[src/rtl/cache_pkg.sv]
// Shared widths, FSM states and array entry layout for the cache sequencer.
package cache_pkg;
  localparam int ADDR_W  = 15;
  localparam int IDX_W   = 12;
  localparam int TAG_W   = 3;
  localparam int DATA_W  = 32;
  localparam int ENTRY_W = 36;

  typedef enum logic [2:0] {
    FLUSH  = 3'd0,
    IDLE   = 3'd1,
    LOOKUP = 3'd2,
    FILL   = 3'd3,
    RESP   = 3'd4
  } state_t;

  typedef struct packed {
    logic              valid;
    logic [TAG_W-1:0]  tag;
    logic [DATA_W-1:0] data;
  } entry_t;

  function automatic logic [IDX_W-1:0] idx_of(input logic [ADDR_W-1:0] a);
    return a[IDX_W-1:0];
  endfunction

  function automatic logic [TAG_W-1:0] tag_of(input logic [ADDR_W-1:0] a);
    return a[ADDR_W-1:IDX_W];
  endfunction
endpackage

[src/rtl/cache_ctrl_rr_arb2.sv]
// Two-port round-robin arbiter; pointer remembers the last accepted port.
module rr_arb2 (
  input  logic       clk,
  input  logic       rst,
  input  logic [1:0] req,
  input  logic       accept,
  output logic [1:0] gnt
);
  logic last;  // 1 = port 1 was granted most recently

  always_comb begin
    gnt = req;
    if (req == 2'b11) gnt = last ? 2'b01 : 2'b10;
  end

  always_ff @(posedge clk) begin
    if (rst)         last <= 1'b1;
    else if (accept) last <= gnt[1];
  end
endmodule

[src/rtl/cache_ctrl.sv]
// Direct-mapped cache sequencer: flush sweep, arbitration, lookup, line refill, response.
module cache_ctrl
  import cache_pkg::*;
#(
  parameter int LINE_WORDS = 4,
  parameter int CNT_W      = 16
) (
  input  logic                clk,
  input  logic                rst,
  input  logic [1:0]          req,
  input  logic [ADDR_W-1:0]   addr0,
  input  logic [ADDR_W-1:0]   addr1,
  output logic [1:0]          gnt,
  output logic [1:0]          rsp_valid,
  output logic [DATA_W-1:0]   rsp_data,
  output logic                rsp_hit,
  input  logic                flush,
  output logic                busy,
  output logic [IDX_W-1:0]    arr_addr,
  output logic                arr_we,
  output logic [ENTRY_W-1:0]  arr_wdata,
  input  logic [ENTRY_W-1:0]  arr_rdata,
  output logic [ADDR_W-1:0]   mem_addr,
  input  logic [DATA_W-1:0]   mem_rdata,
  output logic [CNT_W-1:0]    hit_count,
  output logic [CNT_W-1:0]    miss_count
);
  localparam int K_W = $clog2(LINE_WORDS + 1);

  state_t            state, state_nx;
  logic [IDX_W-1:0]  fidx;
  logic              sel;
  logic [ADDR_W-1:0] addr_q;
  logic [K_W-1:0]    k;
  logic [DATA_W-1:0] data_q;
  logic              hit_q;
  logic [ADDR_W-1:0] mem_addr_q;
  logic [CNT_W-1:0]  hit_cnt, miss_cnt;

  logic [1:0]        arb_gnt, grant;
  logic              accept, hit, issuing, writing;
  entry_t            rd;
  logic [ADDR_W-1:0] iss_a, wr_a, gnt_a;

  logic [IDX_W-1:0]   arr_addr_c;
  logic               arr_we_c;
  logic [ENTRY_W-1:0] arr_wdata_c;
  logic [ADDR_W-1:0]  mem_addr_c;
  logic [1:0]         rsp_valid_c;

  rr_arb2 u_arb (
    .clk    (clk),
    .rst    (rst),
    .req    (req),
    .accept (accept),
    .gnt    (arb_gnt)
  );

  assign grant   = (state == IDLE && !flush && !rst) ? arb_gnt : 2'b00;
  assign accept  = |grant;
  assign gnt_a   = grant[1] ? addr1 : addr0;
  assign rd      = entry_t'(arr_rdata);
  assign hit     = rd.valid && (rd.tag == tag_of(addr_q));
  // Refill walks forward from the requested word, wrapping over the 15-bit space.
  assign iss_a   = addr_q + ADDR_W'(k);
  assign wr_a    = iss_a - ADDR_W'(1);
  assign issuing = (k < K_W'(LINE_WORDS));
  assign writing = (k != '0);

  always_comb begin
    state_nx    = state;
    arr_addr_c  = idx_of(addr_q);
    arr_we_c    = 1'b0;
    arr_wdata_c = '0;
    mem_addr_c  = mem_addr_q;
    rsp_valid_c = 2'b00;
    case (state)
      FLUSH: begin
        arr_we_c   = 1'b1;
        arr_addr_c = fidx;
        if (&fidx) state_nx = IDLE;
      end
      IDLE: begin
        if (flush) begin
          state_nx = FLUSH;
        end else if (accept) begin
          arr_addr_c = idx_of(gnt_a);
          state_nx   = LOOKUP;
        end
      end
      LOOKUP: state_nx = hit ? RESP : FILL;
      FILL: begin
        if (issuing) mem_addr_c = iss_a;
        if (writing) begin
          arr_we_c    = 1'b1;
          arr_addr_c  = idx_of(wr_a);
          arr_wdata_c = entry_t'{valid: 1'b1, tag: tag_of(wr_a), data: mem_rdata};
        end
        if (k == K_W'(LINE_WORDS)) state_nx = RESP;
      end
      RESP: begin
        rsp_valid_c[sel] = 1'b1;
        state_nx         = IDLE;
      end
      default: state_nx = FLUSH;
    endcase
  end

  always_ff @(posedge clk) begin
    if (rst) begin
      state      <= FLUSH;
      fidx       <= '0;
      sel        <= 1'b0;
      addr_q     <= '0;
      k          <= '0;
      data_q     <= '0;
      hit_q      <= 1'b0;
      mem_addr_q <= '0;
      hit_cnt    <= '0;
      miss_cnt   <= '0;
    end else begin
      state      <= state_nx;
      mem_addr_q <= mem_addr_c;
      case (state)
        FLUSH: fidx <= fidx + 1'b1;
        IDLE: begin
          fidx <= '0;
          if (accept) begin
            sel    <= grant[1];
            addr_q <= gnt_a;
          end
        end
        LOOKUP: begin
          k     <= '0;
          hit_q <= hit;
          if (hit) begin
            data_q <= rd.data;
            if (hit_cnt != {CNT_W{1'b1}}) hit_cnt <= hit_cnt + 1'b1;
          end else if (miss_cnt != {CNT_W{1'b1}}) begin
            miss_cnt <= miss_cnt + 1'b1;
          end
        end
        FILL: begin
          k <= k + 1'b1;
          if (k == K_W'(1)) data_q <= mem_rdata;
        end
        default: ;
      endcase
    end
  end

  // Combinational outputs are forced low while reset is held.
  assign gnt        = grant;
  assign busy       = !rst && (state != IDLE);
  assign arr_addr   = rst ? '0 : arr_addr_c;
  assign arr_we     = !rst && arr_we_c;
  assign arr_wdata  = rst ? '0 : arr_wdata_c;
  assign mem_addr   = rst ? '0 : mem_addr_c;
  assign rsp_valid  = rst ? 2'b00 : rsp_valid_c;
  assign rsp_data   = (!rst && state == RESP) ? data_q : '0;
  assign rsp_hit    = !rst && (state == RESP) && hit_q;
  assign hit_count  = hit_cnt;
  assign miss_count = miss_cnt;
endmodule

[config.mk]
export PLATFORM = sky130hd
export DESIGN_NAME = cache_ctrl
export DESIGN_NICKNAME = d
export VERILOG_FILES = /design/src/rtl/cache_pkg.sv /design/src/rtl/cache_ctrl_rr_arb2.sv /design/src/rtl/cache_ctrl.sv
export SDC_FILE = /design/constraint.sdc
export NUM_CORES = 1
export LEC_CHECK = 0
export BUFFER_PORTS_ARGS = -buffer_cell sky130_fd_sc_hd__clkbuf_2
export CORE_MARGIN = 2
export CORE_UTILIZATION = 43
export CTS_BUF_LIST = sky130_fd_sc_hd__clkbuf_8
export DETAILED_ROUTE_END_ITERATION = 16
export PLACE_DENSITY = 0.83
export SLEW_MARGIN = 10
export SYNTH_ARGS = -nofsm -noshare
export SYNTH_HDL_FRONTEND = slang
export SYNTH_HIERARCHICAL = 1
export SYNTH_SLANG_ARGS = --single-unit
[constraint.sdc]
create_clock -name clk -period 2.65 [get_ports clk]
set_input_delay 0.1325 -clock clk [delete_from_list [all_inputs] [get_ports clk]]
set_output_delay 0.1325 -clock clk [all_outputs]
set_load 0.005 [all_outputs]
==> results_dict.tcl <==
set metrics [dict create \
    portBuffers 236 \
    r2r-start "state[1]$_SDFFE_PP0P_" \
    dp.cells 1349 \
    cts_tree "yes" \
    cellLeakagePower_nw 4.49 \
    clockRootBuffer "clkbuf_8" \
    maxCapViolations 0 \
    num-fill-cells 1224 \
    crit_required_ns 2.52 \
    ys_ff_latch 115 \
    grt_max_degree 78 \
    cpMostUsedCell "ha_4" \
    power_frac_seq_pct 48.1 \
    critical_path.max_fanout 3 \
    clock_power_share_pct 43.7 \
    drt_pass1_iterations 5 \
    cp_slowest_cell "fa_2" \
    drc 0 \
    rows 46 \
    setup_tns_ns -6.56 \
    ir_worst_vdd_v 0.000368 \
    hold_viol 0 \
    tightest_slew_ns 0.969 \
    path_delay_family "adder cells" \
    globalplace.congestion 0.945 \
    route.vias.total 8233 \
    syn_inst 901 \
    cts_sinks 115 \
    h-tree-depth 4 \
    min_period_ns 3.21 \
    syn_to_final_growth_pct 52.0 \
    relSlewSlack_pct 35.4 \
    crit_path_cell_trace "ha_4 > inv_2 > fa_2 > ha_4 > buf_6 > and2_4 > a41oi_2 > nor2_2 > xnor2_1 > o2111ai_2 > nand2b_4 > clkbuf_2" \
    timing.fmax_ghz 0.311 \
    final_max_slew_viol_count 0 \
    drive_above_1_share_pct 36.6 \
    syn-cell-area_um2 6830 \
    die-width_um 130 \
    antenna_found_initial 0 \
    layout_commonest_cell "clkbuf_2" \
    cp.depth 12 \
    p_sw_w 0.000854 \
    ys.flop_type "dfxtp_1" \
    wire_per_inst_um 17.9 \
    grt_pass1_wl_um 38100 \
    p_comb_share_pct 8.2 \
    drtIter0Drc 841 \
    critPathLaunch "k[0]$_SDFFE_PP0P_" \
    power.total_w 0.00361 \
    powerDensity_nw_per_um2 348 \
    clk_pin_slew_ns 0.07 \
    grt_pass1_vias 7627 \
    pre_cts_ws_ns -0.222 \
    worstSetupPathType "reg -> out" \
    start_util_pct 43.4 \
    finalCritPeriodShare_pct 121 \
    routed_wirelength_um 26200 \
    track_usage_pct 28.6 \
    ctsLongestPathBuffers 2 \
    synth_fp_nets 1015 \
    avgSynthCellArea_um2 7.58 \
    slowest_delay_ns 0.46 \
    finClkSkew_ns 0.00942 \
    cp.arrival_ns 3.08 \
    hold_path_class "in -> reg" \
    overflow 0 \
    min_path_cells 3 \
    yosysWarnings 6 \
    p_sw_share_pct 23.7 \
    ys_async_sr_fraction_pct 0 \
    status "finished, violations left" \
    worst-path-buf-inv 3 \
    vias_per_cell 5.62 \
    dieArea_um2 16900 \
    cts_buffers 17 \
    dieHeight_um 130 \
    finalSetupViolations 19 \
    layout_common_cells "clkbuf_2, nor2_1, nand2_1" \
    ant_nets 0 \
    io_pins 237 \
    final_cell_count_no_fill 1466 \
    final.setup.worst_slack_ns -0.561 \
    clk_latency_ns 0.45 \
    violations "negative setup slack" \
    synth_edf_count 0 \
    p_int_w 0.00275 \
    synth_cell_type_count 69 \
    coreArea_um2 15700 \
    hpwl_um 15900 \
    r2r_cells 9 \
    synth.yosys.seq_area_share_pct 33.7 \
    antenna_cells 0 \
    rsz0062_at_grt "yes" \
    worstSetupEndpointType "output port" \
    hp-start "addr1[0]" \
    nets 1354 \
    start_kind "flop" \
]
## timing repair
action / 4_1_cts / 5_1_grt
cloned: 0 / 1
gates resized for setup: 51 / 113
hold endpoints to repair: 35 / 0
setup endpoints to repair: 25 / 63
buffers inserted: 4 / 17
pin swaps: 30 / 47
hold buffers: 70 / 0
## power groups by stage
stage / registers (W) / clock network (W) / logic [W]
after floorplan: 0.00177 / 0 / 0.0000797
after global routing: 0.00173 / 0.00168 / 0.000315
after detailed placement: 0.00178 / 0 / 0.000190
final: 0.00174 / 0.00158 / 0.000294
after global placement: 0.00177 / 0 / 0.000189
after CTS: 0.00174 / 0.00160 / 0.000274
## synthesized netlist by cell type, types with 7 or more instances
master | n | share of area [%]
a211oi_1 | 17 | 1.9
a21oi_1 | 31 | 2.3
a22o_1 | 7 | 0.90
a22oi_1 | 11 | 1.2
a311oi_1 | 37 | 4.7
a31oi_1 | 9 | 0.82
and2_1 | 71 | 6.5
and3_1 | 11 | 1.0
buf_2 | 9 | 0.66
clkbuf_1 | 48 | 2.6
dfxtp_1 | 115 | 34
ha_1 | 10 | 1.8
inv_1 | 17 | 0.93
mux2i_1 | 8 | 1.2
nand2_1 | 125 | 6.9
nand2b_1 | 7 | 0.64
nand3_1 | 25 | 1.8
nand4_1 | 9 | 0.82
nor2_1 | 147 | 8.1
nor3_1 | 13 | 0.95
o21ai_0 | 31 | 2.3
xnor2_1 | 30 | 3.8
xor2_1 | 24 | 3.1
## final timing paths
path	slack [ns]	end
max	-0.56	arr_addr[8]
min	0.04	addr_q[0]$_SDFFE_PP0P_
max reg2reg	0.08	addr_q[13]$_SDFFE_PP0P_
min reg2reg	0.47	mem_addr_q[0]$_DFF_P_
## layout make-up
cell class	count	area (um^2)	area share, %
flip-flops and latches	115	2310	22.3
repair buffers	382	2540	24.5
clock inverters	6	55.1	0.531
inverters	19	73.8	0.712
well taps	216	270	2.61
clock buffers	23	317	3.05
multi-input cells	705	4800	46.3
## metrics by stage
step                area, um^2  util [%]  hold WS [ns]
floorplan                 6830         -         0.227
global placement          8490      54.0         0.384
detailed placement        8490      54.0         0.388
CTS                       9790      62.3        0.0219
global route             10400      66.0        0.0657
finish                   10400      66.0        0.0368
## sequential cells by signal, summed over array words and instances, names as in the netlist
signal / flops
fidx: 12
mem_addr_q: 15
sel: 1
data_q: 32
u_arb/last: 1
miss_count: 16
k: 3
hit_q: 1
state: 3
hit_count: 16
addr_q: 15
## tightest hold or removal path: stages
cell and delay (ns):
clkbuf_2 0.10, mux2i_4 0.07, a21oi_1 0.14
## per-layer routing
layer	GRT usage (%)	vias up	wire length, um
li1	-	3796	-
met1	33.8	3841	10100
met2	46.3	472	12600
met3	8.82	124	2290
met4	16.3	0	1230
met5	0	-	0
## cells by family (layout without fill, tap and decap cells)
| family | count (synthesis) | count (layout) | synth area share, % |
|---|---|---|---|
| AOI/OAI and AO/OA | 182 | 182 | 19.1 |
| xor gates and xnor gates | 54 | 54 | 6.93 |
| adders and majority gates | 11 | 11 | 2.13 |
| buffers and inverters | 81 | 430 | 4.84 |
| DFF | 115 | 115 | 33.7 |
| muxes | 13 | 13 | 2.00 |
| and+or+nand+nor | 445 | 445 | 31.3 |
Power figures use the tool's default switching activity.
